==> src/rtl/mul_div_unit.sv <==
// Iterative shift-add multiplier / restoring divider for MULT, MULTU, DIV, DIVU.
// One iteration per cycle; finish pulses for one cycle when HI/LO are updated.
module mul_div_unit #(
    parameter int WIDTH = 32
) (
    input  logic             clk,
    input  logic             reset,
    input  logic             start,
    input  logic [1:0]       op,
    input  logic [WIDTH-1:0] a,
    input  logic [WIDTH-1:0] b,
    output logic             busy,
    output logic             finish,
    output logic [WIDTH-1:0] hi,
    output logic [WIDTH-1:0] lo
);

    localparam int CW = $clog2(WIDTH);
    localparam logic [CW-1:0] LAST = CW'(WIDTH - 1);

    typedef enum logic [1:0] {
        IDLE,
        CALC,
        DONE
    } state_t;

    state_t state;
    state_t state_nxt;

    logic [CW-1:0]      cnt;
    logic               is_div;
    logic               neg_q;
    logic               neg_r;
    logic               div_zero;
    logic [WIDTH-1:0]   orig_a;
    logic [WIDTH-1:0]   addend;
    logic [2*WIDTH-1:0] acc;

    logic               accept;
    logic               sgn_a;
    logic               sgn_b;
    logic [WIDTH-1:0]   mag_a;
    logic [WIDTH-1:0]   mag_b;

    logic [WIDTH:0]     msum;
    logic [2*WIDTH-1:0] mul_nxt;
    logic [WIDTH-1:0]   rem;
    logic [WIDTH-1:0]   quo;
    logic [WIDTH-1:0]   part;
    logic               ge;
    logic [2*WIDTH-1:0] div_nxt;
    logic [2*WIDTH-1:0] acc_nxt;

    logic [2*WIDTH-1:0] prod;
    logic [WIDTH-1:0]   q_res;
    logic [WIDTH-1:0]   r_res;
    logic [WIDTH-1:0]   res_hi;
    logic [WIDTH-1:0]   res_lo;

    assign busy   = (state == CALC);
    assign finish = (state == DONE);
    assign accept = start && (state == IDLE || state == DONE);

    // Operand conditioning: magnitudes for signed ops, raw bits otherwise.
    always_comb begin
        sgn_a = ~op[0] & a[WIDTH-1];
        sgn_b = ~op[0] & b[WIDTH-1];
        mag_a = sgn_a ? (~a + 1'b1) : a;
        mag_b = sgn_b ? (~b + 1'b1) : b;
    end

    // Multiply step: add addend into upper half when LSB set, shift right.
    always_comb begin
        msum = {1'b0, acc[2*WIDTH-1:WIDTH]}
             + (acc[0] ? {1'b0, addend} : '0);
        mul_nxt = {msum, acc[WIDTH-1:1]};
    end

    // Divide step: acc holds {remainder, dividend bits still to shift}.
    always_comb begin
        rem  = acc[2*WIDTH-1:WIDTH];
        quo  = acc[WIDTH-1:0];
        part = {rem[WIDTH-2:0], quo[WIDTH-1]};
        ge   = rem[WIDTH-1] | (part >= addend);
        if (ge) begin
            div_nxt = {part - addend, quo[WIDTH-2:0], 1'b1};
        end else begin
            div_nxt = {part, quo[WIDTH-2:0], 1'b0};
        end
    end

    assign acc_nxt = is_div ? div_nxt : mul_nxt;

    always_comb begin
        prod   = neg_q ? (~acc_nxt + 1'b1) : acc_nxt;
        q_res  = acc_nxt[WIDTH-1:0];
        r_res  = acc_nxt[2*WIDTH-1:WIDTH];
        res_hi = prod[2*WIDTH-1:WIDTH];
        res_lo = prod[WIDTH-1:0];
        if (is_div) begin
            res_lo = neg_q ? (~q_res + 1'b1) : q_res;
            res_hi = neg_r ? (~r_res + 1'b1) : r_res;
            if (div_zero) begin
                res_hi = orig_a;
                res_lo = '1;
            end
        end
    end

    always_comb begin
        state_nxt = state;
        unique case (state)
            IDLE:    if (start) state_nxt = CALC;
            CALC:    if (cnt == LAST) state_nxt = DONE;
            DONE:    state_nxt = start ? CALC : IDLE;
            default: state_nxt = IDLE;
        endcase
    end

    always_ff @(posedge clk) begin
        if (reset) begin
            state    <= IDLE;
            cnt      <= '0;
            is_div   <= 1'b0;
            neg_q    <= 1'b0;
            neg_r    <= 1'b0;
            div_zero <= 1'b0;
            orig_a   <= '0;
            addend   <= '0;
            acc      <= '0;
            hi       <= '0;
            lo       <= '0;
        end else begin
            state <= state_nxt;
            if (accept) begin
                cnt      <= '0;
                is_div   <= op[1];
                neg_q    <= sgn_a ^ sgn_b;
                neg_r    <= sgn_a;
                div_zero <= (b == '0);
                orig_a   <= a;
                // Multiply adds |a| against |b| bits; divide subtracts |b|.
                addend   <= op[1] ? mag_b : mag_a;
                acc      <= {{WIDTH{1'b0}}, op[1] ? mag_a : mag_b};
            end else if (state == CALC) begin
                acc <= acc_nxt;
                cnt <= cnt + 1'b1;
                if (cnt == LAST) begin
                    hi <= res_hi;
                    lo <= res_lo;
                end
            end
        end
    end

endmodule

==> config.mk <==
export PLATFORM = sky130hd
export DESIGN_NAME = mul_div_unit
export DESIGN_NICKNAME = d
export VERILOG_FILES = /design/src/rtl/mul_div_unit.sv
export SDC_FILE = /design/constraint.sdc
export NUM_CORES = 1
export LEC_CHECK = 0
export BUFFER_PORTS_ARGS = -buffer_cell sky130_fd_sc_hd__clkbuf_2
export CORE_MARGIN = 10
export CORE_UTILIZATION = 45
export DETAILED_ROUTE_END_ITERATION = 12
export SLEW_MARGIN = 10
export SYNTH_ARGS = -nofsm -noshare
export SYNTH_HDL_FRONTEND = slang
export SYNTH_SLANG_ARGS = --single-unit
==> constraint.sdc <==
create_clock -name clk -period 6.6 [get_ports clk]
set_input_delay 0.66 -clock clk [delete_from_list [all_inputs] [get_ports clk]]
set_output_delay 0.66 -clock clk [all_outputs]
set_load 0.01 [all_outputs]
Word-level counts from Yosys, hierarchy flattened
Index checks and enable logic that the tools add are counted.

Mux-type cells: 20. Eq/ne operators: 5. $lt $le $gt $ge: 1. Reductions and logical operators: 8. Add/sub/neg operators: 8. Bitwise operators: 11.

Operators with widths (count): 32-bit 2-to-1 mux (13); 64-bit 2-to-1 mux (3); 32-bit by 1-bit adder with 32-bit output, second input constant (4); 32-bit NOT (4); 64-bit by 1-bit adder with 64-bit output, second input constant (1); 64-bit NOT (1); 32-bit by 32-bit adder with 33-bit output (1); 32-bit >= comparator (1); 32-bit logical NOT (1); 32-bit subtractor (1); 2-bit case mux with 3 select lines (1); 5-bit by 1-bit adder with 5-bit output, second input constant (1); 5-bit equality test, second input constant (1); 2-bit 2-to-1 mux (2); 3-bit AND reduction (1); 1-bit AND (2); 2-bit by 1-bit equality test with 1-bit output, second input constant (1); 2-bit equality test, second input constant (1); 2-bit logical NOT (1); 2-bit by 1-bit inequality test with 1-bit output, second input constant (1); 2-bit inequality test, second input constant (1); 1-bit NOT (2); 2-bit AND reduction (1); 2-bit nonzero test (1); 6 further kinds (6).

Output and inout port bits: 66. Bits in registers: 203. Bits of input ports: 69. Logic and storage cells: 65.

Logic depth before layout (Yosys ltp)
Depth after elaboration: 9. Mapped depth: 21. Gate-level depth less buffers: 19.

Worst setup path before layout
OpenSTA, ideal clock, no wires.

Path type: reg-to-reg. From: register acc[31]. To: register hi[28]. Required time: 6.483 ns. Data arrival time: 5.034 ns. Cell stages (with the launch flop): 19. Setup slack: 1.448 ns. Library setup time: 0.117 ns. Period minus slack after synthesis: 5.152 ns. Buffers on the path: 1. Path through: dfxtp_1 inv_1 ha_1 fa_1 nand2b_1 a21oi_1 o31a_1 o211a_1 clkbuf_1 o21ai_0 a21oi_1 ha_1 inv_1 or4b_4 nor4_4 or4b_4 or4_4 mux2_4 a32o_1.

Word-level cells in the longest chain between the ends: 9. Elaborated cells between the ends (all ways): 13. Those cells by class: add/sub: 3; order compare: 1; mux: 6; bitwise: 3.

Ends and longest elaborated chain: from (decl) (line 37) `logic [2*WIDTH-1:0] acc;`; from (signal assigned) (line 144) `acc <= {{WIDTH{1'b0}}, op[1] ? mag_a : mag_b};`; from (signal assigned) (line 146) `acc <= acc_nxt;`; 32-bit >= comparator (line 84) `ge = rem[WIDTH-1] | (part >= addend);`; 1-bit bitwise OR (line 84); 64-bit 2-to-1 mux (line 85) `if (ge) begin`; 64-bit 2-to-1 mux * (line 92) `assign acc_nxt = is_div ? div_nxt : mul_nxt;`; 32-bit NOT (line 102) `res_hi = neg_r ? (~r_res + 1'b1) : r_res;`; 32-bit by 1-bit adder with 32-bit output (line 102); 32-bit 2-to-1 mux (line 102); 32-bit 2-to-1 mux (line 103) `if (div_zero) begin`; 32-bit 2-to-1 mux * (line 100) `if (is_div) begin`; to (signal assigned) (line 149) `hi <= res_hi;`; to (decl) (line 14) `output logic [WIDTH-1:0] hi,`.

Mark *: on every way between the ends. The rest lies on a longest branch, timed or not. A chain may end at the register's enable or synchronous reset.

Worst setup path in the final report
From: register addend[20]. To: register hi[28].

Word-level cells in the longest chain between the ends: 9. Elaborated cells between the ends (all ways): 15. Those cells by class: add/sub: 4; order compare: 1; mux: 7; bitwise: 3.

Ends and longest elaborated chain: from (decl) (line 36) `logic [WIDTH-1:0] addend;`; from (signal assigned) (line 143) `addend <= op[1] ? mag_b : mag_a;`; 32-bit >= comparator (line 84); 1-bit bitwise OR (line 84); 64-bit 2-to-1 mux (line 85); 64-bit 2-to-1 mux * (line 92); 32-bit NOT (line 102); 32-bit by 1-bit adder with 32-bit output (line 102); 32-bit 2-to-1 mux (line 102); 32-bit 2-to-1 mux (line 103); 32-bit 2-to-1 mux * (line 100).

Marked as above.

==> flow_summary_export.csv <==
group,metric,value,unit
status,status,"finished clean",
yosys,synth_area,17400,µm²
worst_setup_path,crit_type,"flop to flop",
die,coreArea,37900,µm²
sta,skew,0.0107,ns
worst_setup_path,crit_slowest_cell,"or4b_4",
cts,hold_buffers,0,
cts,clk_pin_slew_worst_paths,0.06,ns
die,core.rowCount,71,
sta,hold_viol,0,
global_route,grt-ovfl-total,0,
global_route,antenna_found_initial,4,
layout,fin_nets,2581,
global_route,grt_max_degree,99,
sta,fin_crit,5.76,ns
cts,cts_htree_levels,1,
power,p_seq_share,33.0,%
yosys,synth.area.top_cells,"dfxtp_1, a21oi_1, nand2_1",
yosys,yosysTopAreaCell,"dfxtp_1",
cts,cts_resized,0,
cts,cts_setup_buffers,0,
drt,drt_pass1_iterations,7,
power,p_int,2.54,mW
layout,area_growth,10.0,%
yosys,ys.flop_type,"dfxtp_1",
layout,post-route-cell-area,19100,µm²
global_route,grt_usage,29.7,%
sta,setup_viol,0,
power,power.density,213,nW/µm²
place,placed_area,18300,µm²
worst_setup_path,crit_chain,"inv_1, ha_1, nand4_1, nor4_4, nand2_1, nand3_1, o21ai_0, a22oi_1, ha_1, inv_1, or4b_4, nor4_4, or4b_4, or4_4, mux2_4, a32o_1",
die,start_util,45.8,%
yosys,synth_edf_count,0,
run,maxCapViolations,0,
worst_setup_path,crit_arrival,6.19,ns
sta,grt_setup_unrepaired,"false",
worst_setup_path,crit_family,"simple AND/OR/NAND/NOR gates",
power,p_sw,1.53,mW
layout,mostFrequentLayoutCell,"nand2_1",
die,ios,135,
drt,drtAntennaViolNets,0,
place,place.gp.congestion,1.05,
yosys,yosysSeqAreaShare,23.4,%
power,p_clk_share,34.0,%
sta,final_max_slew_viol_count,0,
cts,clkSinkCount,203,
die,die_y,217,µm
power,finalPower,4.07,mW
sta,clock.fmax,174,MHz
worst_setup_path,critPathMaxStageDelay,0.58,ns
power,swShare,37.5,%
yosys,syn-num-nets,2553,
drt,via_per_inst,6.45,
yosys,ys_warn_count,0,
die,dieArea,46900,µm²
drt,wirelength,73100,µm
cts,cts_tree,"yes",
cts,clk-insertion-delay-late,0.54,ns
power,irDropWorstVdd,0.178,mV
yosys,synth_top_area_share,23.4,%
yosys,ys_types,89,
power,p_leak,7.37,nW
drt,drt-wirelength-per-cell,24.6,µm
cts,numCtsBuffers,25,
global_route,grt_pass1_vias,17800,
worst_setup_path,cp_max_fo,12,
worst_hold_path,hold_path.class,"primary input to flop",
sta,slew_headroom,19.7,%
drt,vias,19100,
sta,setup_tns,0,ns
place,numPortBuffers,134,
yosys,syn_area_per_cell,7.21,µm²
layout,fill_cells,3869,
place,dp_hpwl,56200,µm
worst_setup_path,cp-end-kind,"flop",
drt,drcViolationCount,0,
global_route,grt_pass1_wl,110000,µm
cts,clockBufferDepth,3,
worst_setup_path,start_kind,"flop",
drt,drt_iter0_drc,2004,
layout,drive_above_1_share,11.9,%
yosys,synth-seq-cells,203,
layout,mostFrequentLayoutCells,"nand2_1, nor2_1, a21oi_1",
die,die_w,217,µm
yosys,synthCells,2412,
sta,tightest_slew,1.20,ns
cts,cts-root-buf,"clkbuf_16",
yosys,synth-async-reset-ratio,0,%
worst_setup_path,cp_num_buf_inv,2,
worst_setup_path,required,7.03,ns
power,p_comb_share,33.0,%
sta,fin_crit_sh,87.3,%
==> final timing paths <==
path	depth (start not counted)	startpoint	slack [ns]	to
max	16	addend[20]$_SDFFE_PP0P_	0.84	hi[28]$_SDFFE_PP0P_
max reg2reg	16	addend[20]$_SDFFE_PP0P_	0.84	hi[28]$_SDFFE_PP0P_
min reg2reg	2	orig_a[13]$_SDFFE_PP0P_	0.45	orig_a[13]$_SDFFE_PP0P_
min	3	a[11]	0.42	orig_a[11]$_SDFFE_PP0P_
==> tightest hold or removal path: stages <==
cell and delay (ns):
clkbuf_2 0.13, nand2_1 0.07, a21oi_1 0.05
==> cells by family after synthesis <==
kind of cell    count (synthesis)  share of synthesized area, %
compound gates                775                          29.8
xor+xnor                      161                          8.11
fa+ha+maj                      72                          5.27
buf+inv                       246                          5.68
flops                         203                          23.4
mux                            56                          3.49
simple gates                  899                          24.3
==> layer usage <==
metal	vias up	routed length [µm]	GRT usage (%)
met5	-	32	0
met4	6	4290	15.7
met3	212	6750	6.07
met2	985	31800	46.1
met1	9078	30300	38.0
li1	8857	-	-
==> cell usage after synthesis (all sizes together) (9+ instances only) <==
| cell | n |
|---|---|
| a211oi | 92 |
| a21o | 21 |
| a21oi | 232 |
| a221oi | 25 |
| a22oi | 22 |
| a311oi | 9 |
| a31oi | 28 |
| and2 | 51 |
| and3 | 14 |
| buf | 41 |
| clkbuf | 131 |
| dfxtp | 203 |
| ha | 70 |
| inv | 74 |
| mux2 | 34 |
| mux2i | 22 |
| nand2 | 303 |
| nand2b | 17 |
| nand3 | 44 |
| nand4 | 17 |
| nor2 | 269 |
| nor2b | 28 |
| nor3 | 47 |
| nor4 | 28 |
| o211ai | 71 |
| o21a | 16 |
| o21ai | 107 |
| o221ai | 9 |
| o22ai | 10 |
| o31ai | 36 |
| o41ai | 10 |
| or2 | 16 |
| or3 | 26 |
| or4 | 11 |
| xnor2 | 81 |
| xor2 | 80 |
==> flip-flops by register name, indices dropped and copies added, names as in the netlist <==
| register | count |
|---|---|
| acc | 64 |
| addend | 32 |
| hi | 32 |
| lo | 32 |
| orig_a | 32 |
| cnt | 5 |
| state | 2 |
| div_zero | 1 |
| is_div | 1 |
| neg_q | 1 |
| neg_r | 1 |
==> stage by stage <==
| stage | setup WS, ns | std cells | hold slack [ns] | utilization [%] |
|---|---|---|---|---|
| 6_report | 0.839 | 2968 | 0.417 | 50.4 |
| 5_1_grt | 0.492 | 2967 | 0.425 | 50.4 |
| 4_1_cts | 0.905 | 2967 | 0.399 | 50.4 |
| 3_5_place_dp | 0.915 | 2924 | 0.446 | 48.3 |
| 3_3_place_gp | 1.06 | 2924 | 0.442 | 48.3 |
| 2_1_floorplan | 1.45 | 2412 | 0.432 | - |
==> power groups by stage <==
stage / Clock [mW] / Combinational [mW] / Sequential (mW)
CTS: 1.40 / 1.30 / 1.34
floorplan: 0 / 0.910 / 1.34
finish: 1.38 / 1.34 / 1.34
global route: 1.43 / 1.44 / 1.35
global placement: 0 / 1.29 / 1.36
detailed placement: 0 / 1.30 / 1.37
==> layout make-up <==
class / instances / area [µm²] / share of cell area, %
diodes: 1 / 2.50 / 0.0131
clock buffers: 38 / 754 / 3.94
flip-flops and latches: 203 / 4070 / 21.3
well taps: 511 / 639 / 3.34
multi-input cells: 1963 / 12400 / 64.6
clock inverters: 5 / 52.6 / 0.275
inverters: 74 / 278 / 1.45
repair buffers: 173 / 978 / 5.11
Power figures use the tool's default switching activity.
